$ cat config.mk
export PLATFORM = sky130hd
export DESIGN_NAME = seg7_scan_capture
export DESIGN_NICKNAME = d
export VERILOG_FILES = /design/src/rtl/seg7_scan_capture.sv
export SDC_FILE = /design/constraint.sdc
export NUM_CORES = 1
export LEC_CHECK = 0
export BUFFER_PORTS_ARGS = -buffer_cell sky130_fd_sc_hd__buf_2
export CAP_MARGIN = 20
export CORE_ASPECT_RATIO = 0.5
export CORE_MARGIN = 3
export CORE_UTILIZATION = 55
export DETAILED_ROUTE_END_ITERATION = 8
export PLACE_DENSITY_LB_ADDON = 0.25
export RECOVER_POWER = 50
export SLEW_MARGIN = 20
export SYNTH_ARGS = -nofsm -noshare
export SYNTH_HDL_FRONTEND = slang
export SYNTH_SLANG_ARGS = --single-unit
$ cat constraint.sdc
create_clock -name clk -period 2.95 [get_ports clk]
set_input_delay 0.4425 -clock clk [delete_from_list [all_inputs] [get_ports clk]]
set_output_delay 0.4425 -clock clk [all_outputs]
set_load 0.05 [all_outputs]
$ cat src/rtl/seg7_scan_capture.sv
// Scanned 7-segment bus receiver: samples the active-low anode/segment bus,
// decodes each stable pattern back to BCD and flags complete scan frames.
module seg7_scan_capture #(
    parameter int NDIG       = 8,
    parameter int STABLE_CYC = 4
) (
    input  logic                clk,
    input  logic                rst,
    input  logic [NDIG-1:0]     an_n,
    input  logic [6:0]          seg_n,
    output logic [4*NDIG-1:0]   digits,
    output logic [NDIG-1:0]     blank,
    output logic [NDIG-1:0]     err,
    output logic                frame_valid,
    output logic                bad_an
);

    typedef enum logic [1:0] {
        IDLE,
        SETTLE,
        HOLD
    } state_t;

    localparam logic [3:0]      CNT_SAT  = 4'(STABLE_CYC);
    localparam logic [3:0]      CNT_LAST = 4'(STABLE_CYC - 1);
    localparam logic [NDIG-1:0] ONE      = NDIG'(1);

    state_t          state;
    logic [3:0]      cnt;
    logic [NDIG-1:0] an_q;
    logic [6:0]      seg_q;
    logic [NDIG-1:0] seen;

    logic            same;
    logic            any_low;
    logic [NDIG-1:0] sel;
    logic            one_hot;
    logic            done;
    logic            cap;
    logic [NDIG-1:0] seen_nxt;
    logic            frame_done;
    logic [5:0]      dec;

    // Returns {err, blank, bcd} for one active-low segment pattern
    function automatic logic [5:0] dec7(input logic [6:0] s);
        logic [5:0] r;
        r = 6'b10_0000;
        case (s)
            7'b1000000: r = 6'b00_0000;
            7'b1111001: r = 6'b00_0001;
            7'b0100100: r = 6'b00_0010;
            7'b0110000: r = 6'b00_0011;
            7'b0011001: r = 6'b00_0100;
            7'b0010010: r = 6'b00_0101;
            7'b0000010: r = 6'b00_0110;
            7'b1111000: r = 6'b00_0111;
            7'b0000000: r = 6'b00_1000;
            7'b0010000: r = 6'b00_1001;
            7'b1111111: r = 6'b01_0000;
            default:    r = 6'b10_0000;
        endcase
        return r;
    endfunction

    // Stability, select validity and capture decisions
    always_comb begin
        same       = (an_n == an_q) && (seg_n == seg_q);
        any_low    = ~&an_n;
        sel        = ~an_q;
        one_hot    = (sel != '0) && ((sel & (sel - ONE)) == '0);
        done       = (state == SETTLE) && same && (cnt == CNT_LAST);
        cap        = done && one_hot;
        seen_nxt   = seen | (cap ? sel : '0);
        frame_done = cap && (&seen_nxt);
        dec        = dec7(seg_q);
    end

    // Input sample registers
    always_ff @(posedge clk) begin
        if (rst) begin
            an_q  <= '1;
            seg_q <= '1;
        end else begin
            an_q  <= an_n;
            seg_q <= seg_n;
        end
    end

    // Settle/hold state machine with saturating stability counter
    always_ff @(posedge clk) begin
        if (rst) begin
            state <= IDLE;
            cnt   <= '0;
        end else if (!same) begin
            cnt   <= '0;
            state <= any_low ? SETTLE : IDLE;
        end else begin
            case (state)
                IDLE: begin
                    cnt <= '0;
                end
                SETTLE: begin
                    if (cnt != CNT_SAT) cnt <= cnt + 4'd1;
                    if (cnt == CNT_LAST) state <= HOLD;
                end
                HOLD: begin
                    if (cnt != CNT_SAT) cnt <= cnt + 4'd1;
                end
                default: begin
                    state <= IDLE;
                    cnt   <= '0;
                end
            endcase
        end
    end

    // Captured digit store, frame tracking and select error flag
    always_ff @(posedge clk) begin
        if (rst) begin
            digits      <= '0;
            blank       <= '1;
            err         <= '0;
            seen        <= '0;
            frame_valid <= 1'b0;
            bad_an      <= 1'b0;
        end else begin
            for (int i = 0; i < NDIG; i++) begin
                if (cap && sel[i]) begin
                    digits[4*i +: 4] <= dec[3:0];
                    blank[i]         <= dec[4];
                    err[i]           <= dec[5];
                end
            end
            seen        <= frame_done ? '0 : seen_nxt;
            frame_valid <= frame_done;
            if (done && !one_hot) bad_an <= 1'b1;
        end
    end

endmodule
==> results of run 1 <==
power by group through the flow:
stage | registers, mW | clock network [mW] | logic (mW)
2_1_floorplan | 1.11 | 0 | 0.112
3_3_place_gp | 1.12 | 0 | 0.128
3_5_place_dp | 1.13 | 0 | 0.133
4_1_cts | 1.10 | 0.977 | 0.134
5_1_grt | 1.11 | 1.01 | 0.148
6_report | 1.10 | 0.954 | 0.135
cells in the mapped netlist, types with 5 or more instances:
cell and number:
dfxtp_1 79, or4_1 7, clkbuf_1 11, mux2i_1 51, inv_1 12, a21oi_1 5, nor3_1 6, ha_1 5
xor2_1 15, nand2b_1 46, nor2_1 21, buf_2 7, nand2_1 6, or2_2 15, nand3_1 6
layer usage:
layer / global-route usage / share of wire / up-vias
met2: 0.363 / 0.47 / 67
met4: 0.0890 / 0.016 / 0
li1: - / - / 1357
met1: 0.289 / 0.45 / 1355
met3: 0.0771 / 0.057 / 13
met5: 0 / 0 / -
worst paths after layout:
check | from | to | slack (ns) | cells past startpoint
setup / recovery | cnt[0] | seen[4] | 0.33 | 5
hold / removal | seg_n[3] | seg_q[3] | 0.33 | 2
setup reg to reg | cnt[0] | seen[4] | 0.33 | 5
hold reg to reg | seen[1] | seen[1] | 0.47 | 1
per-stage QoR:
stage / hold slack, ns / worst slack, ns / utilization / cell area (µm²) / power, mW
after global placement: 0.453 / 0.479 / 0.634 / 3950 / 1.25
after detailed placement: 0.459 / 0.380 / 0.634 / 3950 / 1.26
after global routing: 0.319 / 0.152 / 0.663 / 4130 / 2.26
after floorplan: 0.440 / 0.825 / - / 3620 / 1.22
final: 0.328 / 0.331 / 0.663 / 4130 / 2.19
after CTS: 0.314 / 0.370 / 0.673 / 4200 / 2.21
critical path, cell delays in order (launching register included):
cell,delay [ns]
dfxtp_1,0.39
ha_1,0.21
nor3b_1,0.44
nand2_1,0.36
or4_1,0.79
a221oi_2,0.35
registers in the layout (all words and copies together) (netlist names):
register     cells
frame_valid      1
seen             8
digits          32
cnt              4
blank            8
an_q             8
seg_q            7
bad_an           1
state            2
err              8
cells by family (layout without fill, tap and decap cells):
logic type | count (synthesis) | in the layout | synth area share
mux | 51 | 51 | 0.141
flops | 79 | 79 | 0.437
simple gates | 137 | 137 | 0.246
fa+ha+maj | 5 | 5 | 0.0173
compound gates | 34 | 34 | 0.0677
xor+xnor | 17 | 17 | 0.0432
buf+inv | 36 | 94 | 0.0480
cell type report:
| cell class | instances | area (µm²) | share of cell area |
|---|---|---|---|
| multi-input combinational | 244 | 1870 | 0.452 |
| sequential | 79 | 1580 | 0.383 |
| timing repair buffer | 68 | 279 | 0.0676 |
| clock buffer | 12 | 236 | 0.0573 |
| tap | 88 | 110 | 0.0267 |
| inverter | 12 | 45.0 | 0.0109 |
| clock inverter | 2 | 10.0 | 0.00242 |
==> run summary, run 1 <==
Average wire per standard cell - 16.2 µm
I/O pins - 67
Largest area contributor in the netlist - dfxtp_1
Max Cap Viol - 0
DR vias - 2,792
Die Y - 63.4 µm
Final hold violation count - 0
Max-slew violations - 0
ANT cells - 0
Crit share post-route - 0.888
Post-route insts no fill - 505
Register bit count reported by yosys - 79
Worst path arrival time - 2.87 ns
CTS buffer count - 9
TritonCTS clock tree - yes
Commonest non-fill, non-tap cell in the layout - dfxtp_1
Core ar. - 0.00623 mm²
Post-synth EDFFs - 0
Fillers - 544
HP Class - in -> reg
Combinational share of power - 0.062
Clock Latency Late Sink - 0.34 ns
Main synth FF type - dfxtp_1
Initial cell density of the core - 0.581
VDD IR max - 371 µV
Die area - 0.00766 mm²
Synth cell types - 52
Crit end category - flip-flop
GRT Total Usage - 0.229
P_int - 1.69 mW
Synth Instances - 359
Post-CTS setup buffers - 0
Std cell rows - 20
Post-synthesis sequential area ratio - 0.437
Synth area leaders - dfxtp_1, mux2i_1, nand2b_1
Max Buffers Root-to-Sink - 2
Hold_buf cts - 0
Slew margin rel. - 0.408
PwrDens - 531 mW/mm²
First-pass GRT wire length - 13,800 µm
CP required - 3.20 ns
CTS Sinks - 79
Largest net degree at the start of global routing - 31
Layout cells sized above 1 - 0.127
Synth Net Count - 381
Slew @ Worst Pin - 0.888 ns
Gp weighted congestion - 0.852
Clock share of power - 0.435
Root Buffer - clkbuf_16
Nets@finish - 436
H-tree depth - 3
Net switching power - 499 µW
Yosys top cell area share - 0.437
Crit Path Class - reg -> reg
Synth warnings - 0
Vias in the first global route - 2,797
Cell Area, Synth - 0.00362 mm²
DRC Markers - 0
Register share of total power - 0.503
DRT antenna net count - 0
Minimum clock period - 2.62 ns
Area Overhead vs Synth - 14.0%
Most frequent cells in the layout - dfxtp_1, clkbuf_1, mux2i_1
Vias per std cell - 5.53
Drt pass-1 iters - 4
Setup TNS - 0 ns
Asr flop ratio synth - 0
Placed cells - 491
RSZ-0062 raised after global routing - no
Initial antenna violation count - 0
F_max - 382 MHz
GR Overflow Total - 0
Mapped Avg Cell Area - 10.1 µm²
P_leak - 1.74 nW
CP max FO - 10
Port Buf Inserts - 66
Status - completed
Clk_skew - 0.00594 ns
Hpwl dp - 5790 µm
CTS clk-pin slew, worst paths - 0.06 ns
Die X - 121 µm
Post-CTS Resized - 0
Setup violators final - 0
Detailed router's first-iteration violation count - 188
Sw Share - 0.227
Crit start category - flip-flop
Routed wire length - 8200 µm
Note: power is estimated with default switching activity, not from simulation.
==> inputs of run 2 (changes only) <==
- CORE_ASPECT_RATIO: 0.5 -> 0.7
- CORE_UTILIZATION: 55 -> 45
==> run 2 against run 1 <==
Non-clock buffer count unchanged. Sequential power about the same. Global-route usage decreased by 4.7 points. Die area increased by 20%. Clock-buffer cell count decreased by 1. Setup slack improved by 0.13 ns. Design area increased by 2.2%. Largest power group is now clock.
==> run summary, run 2 (synthesis gave the netlist of run 1 again) <==
Die Y - 81.1 µm
P_leak - 1.78 nW
Dpl ws - 0.411 ns
Vias per std cell - 5.24
Setup violators final - 0
Worst path arrival time - 2.73 ns
Slew @ Worst Pin - 0.990 ns
DRT antenna net count - 0
CTS Sinks - 79
HP Class - in -> reg
Max Used Layer - met4
Max Cap Viol - 0
F_max - 401 MHz
Crit end category - flip-flop
Clock Latency Late Sink - 0.33 ns
Met3 wire length - 582 µm
Core ar. - 0.00755 mm²
GR Overflow Total - 0
Nets@finish - 436
First-pass GRT wire length - 13,100 µm
Post-CTS setup buffers - 0
Net switching power - 520 µW
P_int - 1.90 mW
CTS buffer count - 9
Port Buf Inserts - 66
Most frequent cells in the layout - dfxtp_1, mux2i_1, clkbuf_1
Initial cell density of the core - 0.480
Register share of total power - 0.455
PwrDens - 574 mW/mm²
WL met2 - 3550 µm
Gp weighted congestion - 0.810
ANT cells - 0
Slowest-stage cell, CP - or4_1
Final design area excluding fillers - 0.00422 mm²
DRC Markers - 0
Clk_skew - 0.00602 ns
Minimum clock period - 2.49 ns
Crit start category - flip-flop
Largest stage delay, worst path - 0.77 ns
Max reg flops - 32
CTS clk-pin slew, worst paths - 0.06 ns
Crit-path cells - ha_1 > nor3b_1 > nand2_1 > or4_1 > a221oi_2
Detailed router's first-iteration violation count - 163
Die X - 113 µm
Root Buffer - clkbuf_16
Clock share of power - 0.490
Largest net degree at the start of global routing - 55
Max-slew violations - 0
Drt pass-1 iters - 5
DRT met1 WL - 3840 µm
Status - completed
I/O pins - 67
Initial antenna violation count - 0
H-tree depth - 3
VDD IR max - 266 µV
Crit Path Class - reg -> reg
Hold slack - 0.331 ns
CP bufs+invs - 0
Max Buffers Root-to-Sink - 2
Commonest non-fill, non-tap cell in the layout - dfxtp_1
Combinational share of power - 0.055
Post-CTS Resized - 0
TritonCTS clock tree - yes
GRT Total Usage - 0.182
DR vias - 2,711
Die area - 0.00918 mm²
Area Overhead vs Synth - 16.5%
Vias in the first global route - 2,618
Crit-path leading delay family - simple AND/OR/NAND/NOR gates
Std cell rows - 26
Sw Share - 0.215
Slew margin rel. - 0.340
RSZ-0062 raised after global routing - no
Setup ws final - 0.456 ns
Final hold violation count - 0
CP required - 3.18 ns
Hpwl dp - 5570 µm
Biggest register - digits
Average wire per standard cell - 15.5 µm
Setup TNS - 0 ns
Routed wire length - 8000 µm
CP max FO - 10
DP Area - 0.00396 mm²
Crit share post-route - 0.845
Layout cells sized above 1 - 0.138
Hold_buf cts - 0
==> run 2: cell types whose count changed in the layout (fill, tap and decap cells not counted), sizes merged <==
cell,delta
bufinv,+2
clkbuf,-1
clkinvlp,+1
==> run 2: metal layers <==
layer | track usage | vias to the layer above
li1 | - | 1352
met1 | 0.242 | 1270
met2 | 0.287 | 85
met3 | 0.0558 | 4
met4 | 0.0540 | 0
met5 | 0 | -
==> run 2: final timing paths <==
kind            start  endpoint  slack (ns)  depth (start not counted)
max            cnt[0]   seen[4]        0.46                          5
min          seg_n[3]  seg_q[3]        0.33                          2
max reg2reg    cnt[0]   seen[4]        0.46                          5
min reg2reg   seen[1]   seen[1]        0.47                          1
==> run 2: through the flow <==
stage          cells  utilization  total power [mW]
2_1_floorplan    359            -              1.22
3_3_place_gp     501        0.525              1.26
3_5_place_dp     501        0.525              1.26
4_1_cts          517        0.568              2.45
5_1_grt          517        0.559              2.51
6_report         517        0.559              2.42
==> run 2: layout make-up <==
class | count | area, µm²
fillers | 716 | 3330
clock inverters | 5 | 81.3
inverters | 12 | 45.0
clock buffers | 11 | 243
multi-input cells | 244 | 1870
repair buffers | 68 | 280
well taps | 98 | 123
flip-flops and latches | 79 | 1580
==> run 2: power groups by stage <==
stage               registers, mW  clock network (mW)  logic [mW]
CTS                          1.10                1.21       0.133
floorplan                    1.11                   0       0.112
global route                 1.10                1.26       0.146
finish                       1.10                1.19       0.132
detailed placement           1.13                   0       0.133
global placement             1.12                   0       0.131
==> inputs of run 3 (changes only) <==
- clock period: 2.95 -> 2.1 ns (I/O delays scaled with it)
==> run 3 against run 2 <==
Sequential share of layout area is 2.6 points lower. Largest power group is now registers. First-iteration DRC count is 39% lower. Sequential cell count stayed put. Combinational power is 94% higher. Clock-buffer cell count is 1 lower. Critical endpoint is now digits[17].
==> run summary, run 3 (synthesis gave the netlist of run 1 again) <==
Status - completed
F_max - 485 MHz
GRT Total Usage - 0.197
Detailed router's first-iteration violation count - 99
Crit Path Class - reg -> reg
Total Power - 3.30 mW
Setup ws final - 0.0385 ns
Post-route insts no fill - 556
ANT cells - 0
Root Buffer - clkbuf_16
Sw Share - 0.228
Max Cap Viol - 0
Layout cells sized above 1 - 0.253
Max Buffers Root-to-Sink - 2
Std cell rows - 26
Gp weighted congestion - 0.851
CP required - 2.30 ns
Clock share of power - 0.459
Most frequent cells in the layout - dfxtp_1, mux2i_1, nand2b_1, clkbuf_1, buf_4
DRC Markers - 0
Placed cells - 540
Hold slack - 0.196 ns
Area Overhead vs Synth - 25.7%
Vias in the first global route - 2,946
Core ar. - 0.00755 mm²
Final hold violation count - 0
Setup TNS - 0 ns
Hpwl dp - 6240 µm
Crit share post-route - 0.982
Combinational share of power - 0.078
Slew margin rel. - 0.174
Area of the multi-input gates - 0.00192 mm²
Port Buf Inserts - 66
Setup violators final - 0
Worst path arrival time - 2.26 ns
Hold_buf cts - 0
Register share of total power - 0.464
CTS Sinks - 79
Met3 wire length - 528 µm
Average wire per standard cell - 15.4 µm
Initial antenna violation count - 0
RSZ-0062 raised after global routing - yes
Max reg flops - 32
VDD IR max - 459 µV
CTS clk-pin slew, worst paths - 0.06 ns
PwrDens - 725 mW/mm²
HP Class - in -> reg
DR vias - 2,865
Dpl ws - -0.0996 ns
Biggest register - digits
Clk_skew - 0.00752 ns
First-pass GRT wire length - 14,200 µm
Crit end category - flip-flop
Commonest non-fill, non-tap cell in the layout - dfxtp_1
Max-slew violations - 0
H-tree depth - 3
P_int - 2.55 mW
P_leak - 1.99 nW
Die Y - 81.1 µm
Largest net degree at the start of global routing - 41
I/O pins - 67
Register area - 0.00159 mm²
Vias per std cell - 5.15
GR Overflow Total - 0
Drt pass-1 iters - 4
Fillers - 689
TritonCTS clock tree - yes
Routed wire length - 8580 µm
Net switching power - 752 µW
Slew @ Worst Pin - 1.24 ns
Die X - 113 µm
Die area - 0.00918 mm²
DRT met1 WL - 4090 µm
Minimum clock period - 2.06 ns
Nets@finish - 475
CTS buffer count - 9
Max Used Layer - met4
DRT antenna net count - 0
Crit start category - flip-flop
CP max FO - 6
Clock Latency Late Sink - 0.34 ns
WL met2 - 3920 µm
Initial cell density of the core - 0.480
[run 3: power groups by stage]
stage / logic [mW] / clock network (mW) / registers (mW)
floorplan: 0.158 / 0 / 1.56
global placement: 0.239 / 0 / 1.56
detailed placement: 0.247 / 0 / 1.56
CTS: 0.250 / 1.54 / 1.53
global route: 0.280 / 1.61 / 1.53
finish: 0.256 / 1.51 / 1.53
[run 3: cell type report]
cell class	instances	area share
flip-flops and latches	79	0.348
repair buffers	107	0.130
inverters	12	0.00989
multi-input cells	244	0.421
well taps	98	0.0269
clock buffers	10	0.0503
clock inverters	6	0.0135
[run 3: timing repair]
action	4_1_cts	5_1_grt
endpoints found under the setup margin	16	56
setup buffers	0	2
pin swaps	2	7
gates resized for setup	2	19
[run 3: per-layer routing]
metal / up-vias / global-route usage
met5: - / 0
met4: 0 / 0.0360
met3: 6 / 0.0797
met2: 56 / 0.315
met1: 1372 / 0.256
li1: 1431 / -
[run 3: stage by stage]
step	cell area, µm²	utilization
CTS	4550	0.603
global placement	4250	0.564
global route	4550	0.603
detailed placement	4250	0.564
finish	4550	0.603
floorplan	3620	-
[run 3: worst paths after layout]
path / start / to / slack, ns / cells past startpoint
worst min-delay path: seg_n[4] / seg_q[4] / 0.20 / 2
worst min register to register: seen[2] / seen[2] / 0.47 / 2
worst max-delay path: seg_q[1] / digits[17] / 0.04 / 6
worst max register to register: seg_q[1] / digits[17] / 0.04 / 6
[run 3: worst max-delay path, cell delays in order (launching register included)]
cell     delay [ns]
dfxtp_2        0.33
xor2_2         0.15
nor4_4         0.40
nand4_4        0.18
or4_4          0.59
buf_6          0.16
mux2i_1        0.11
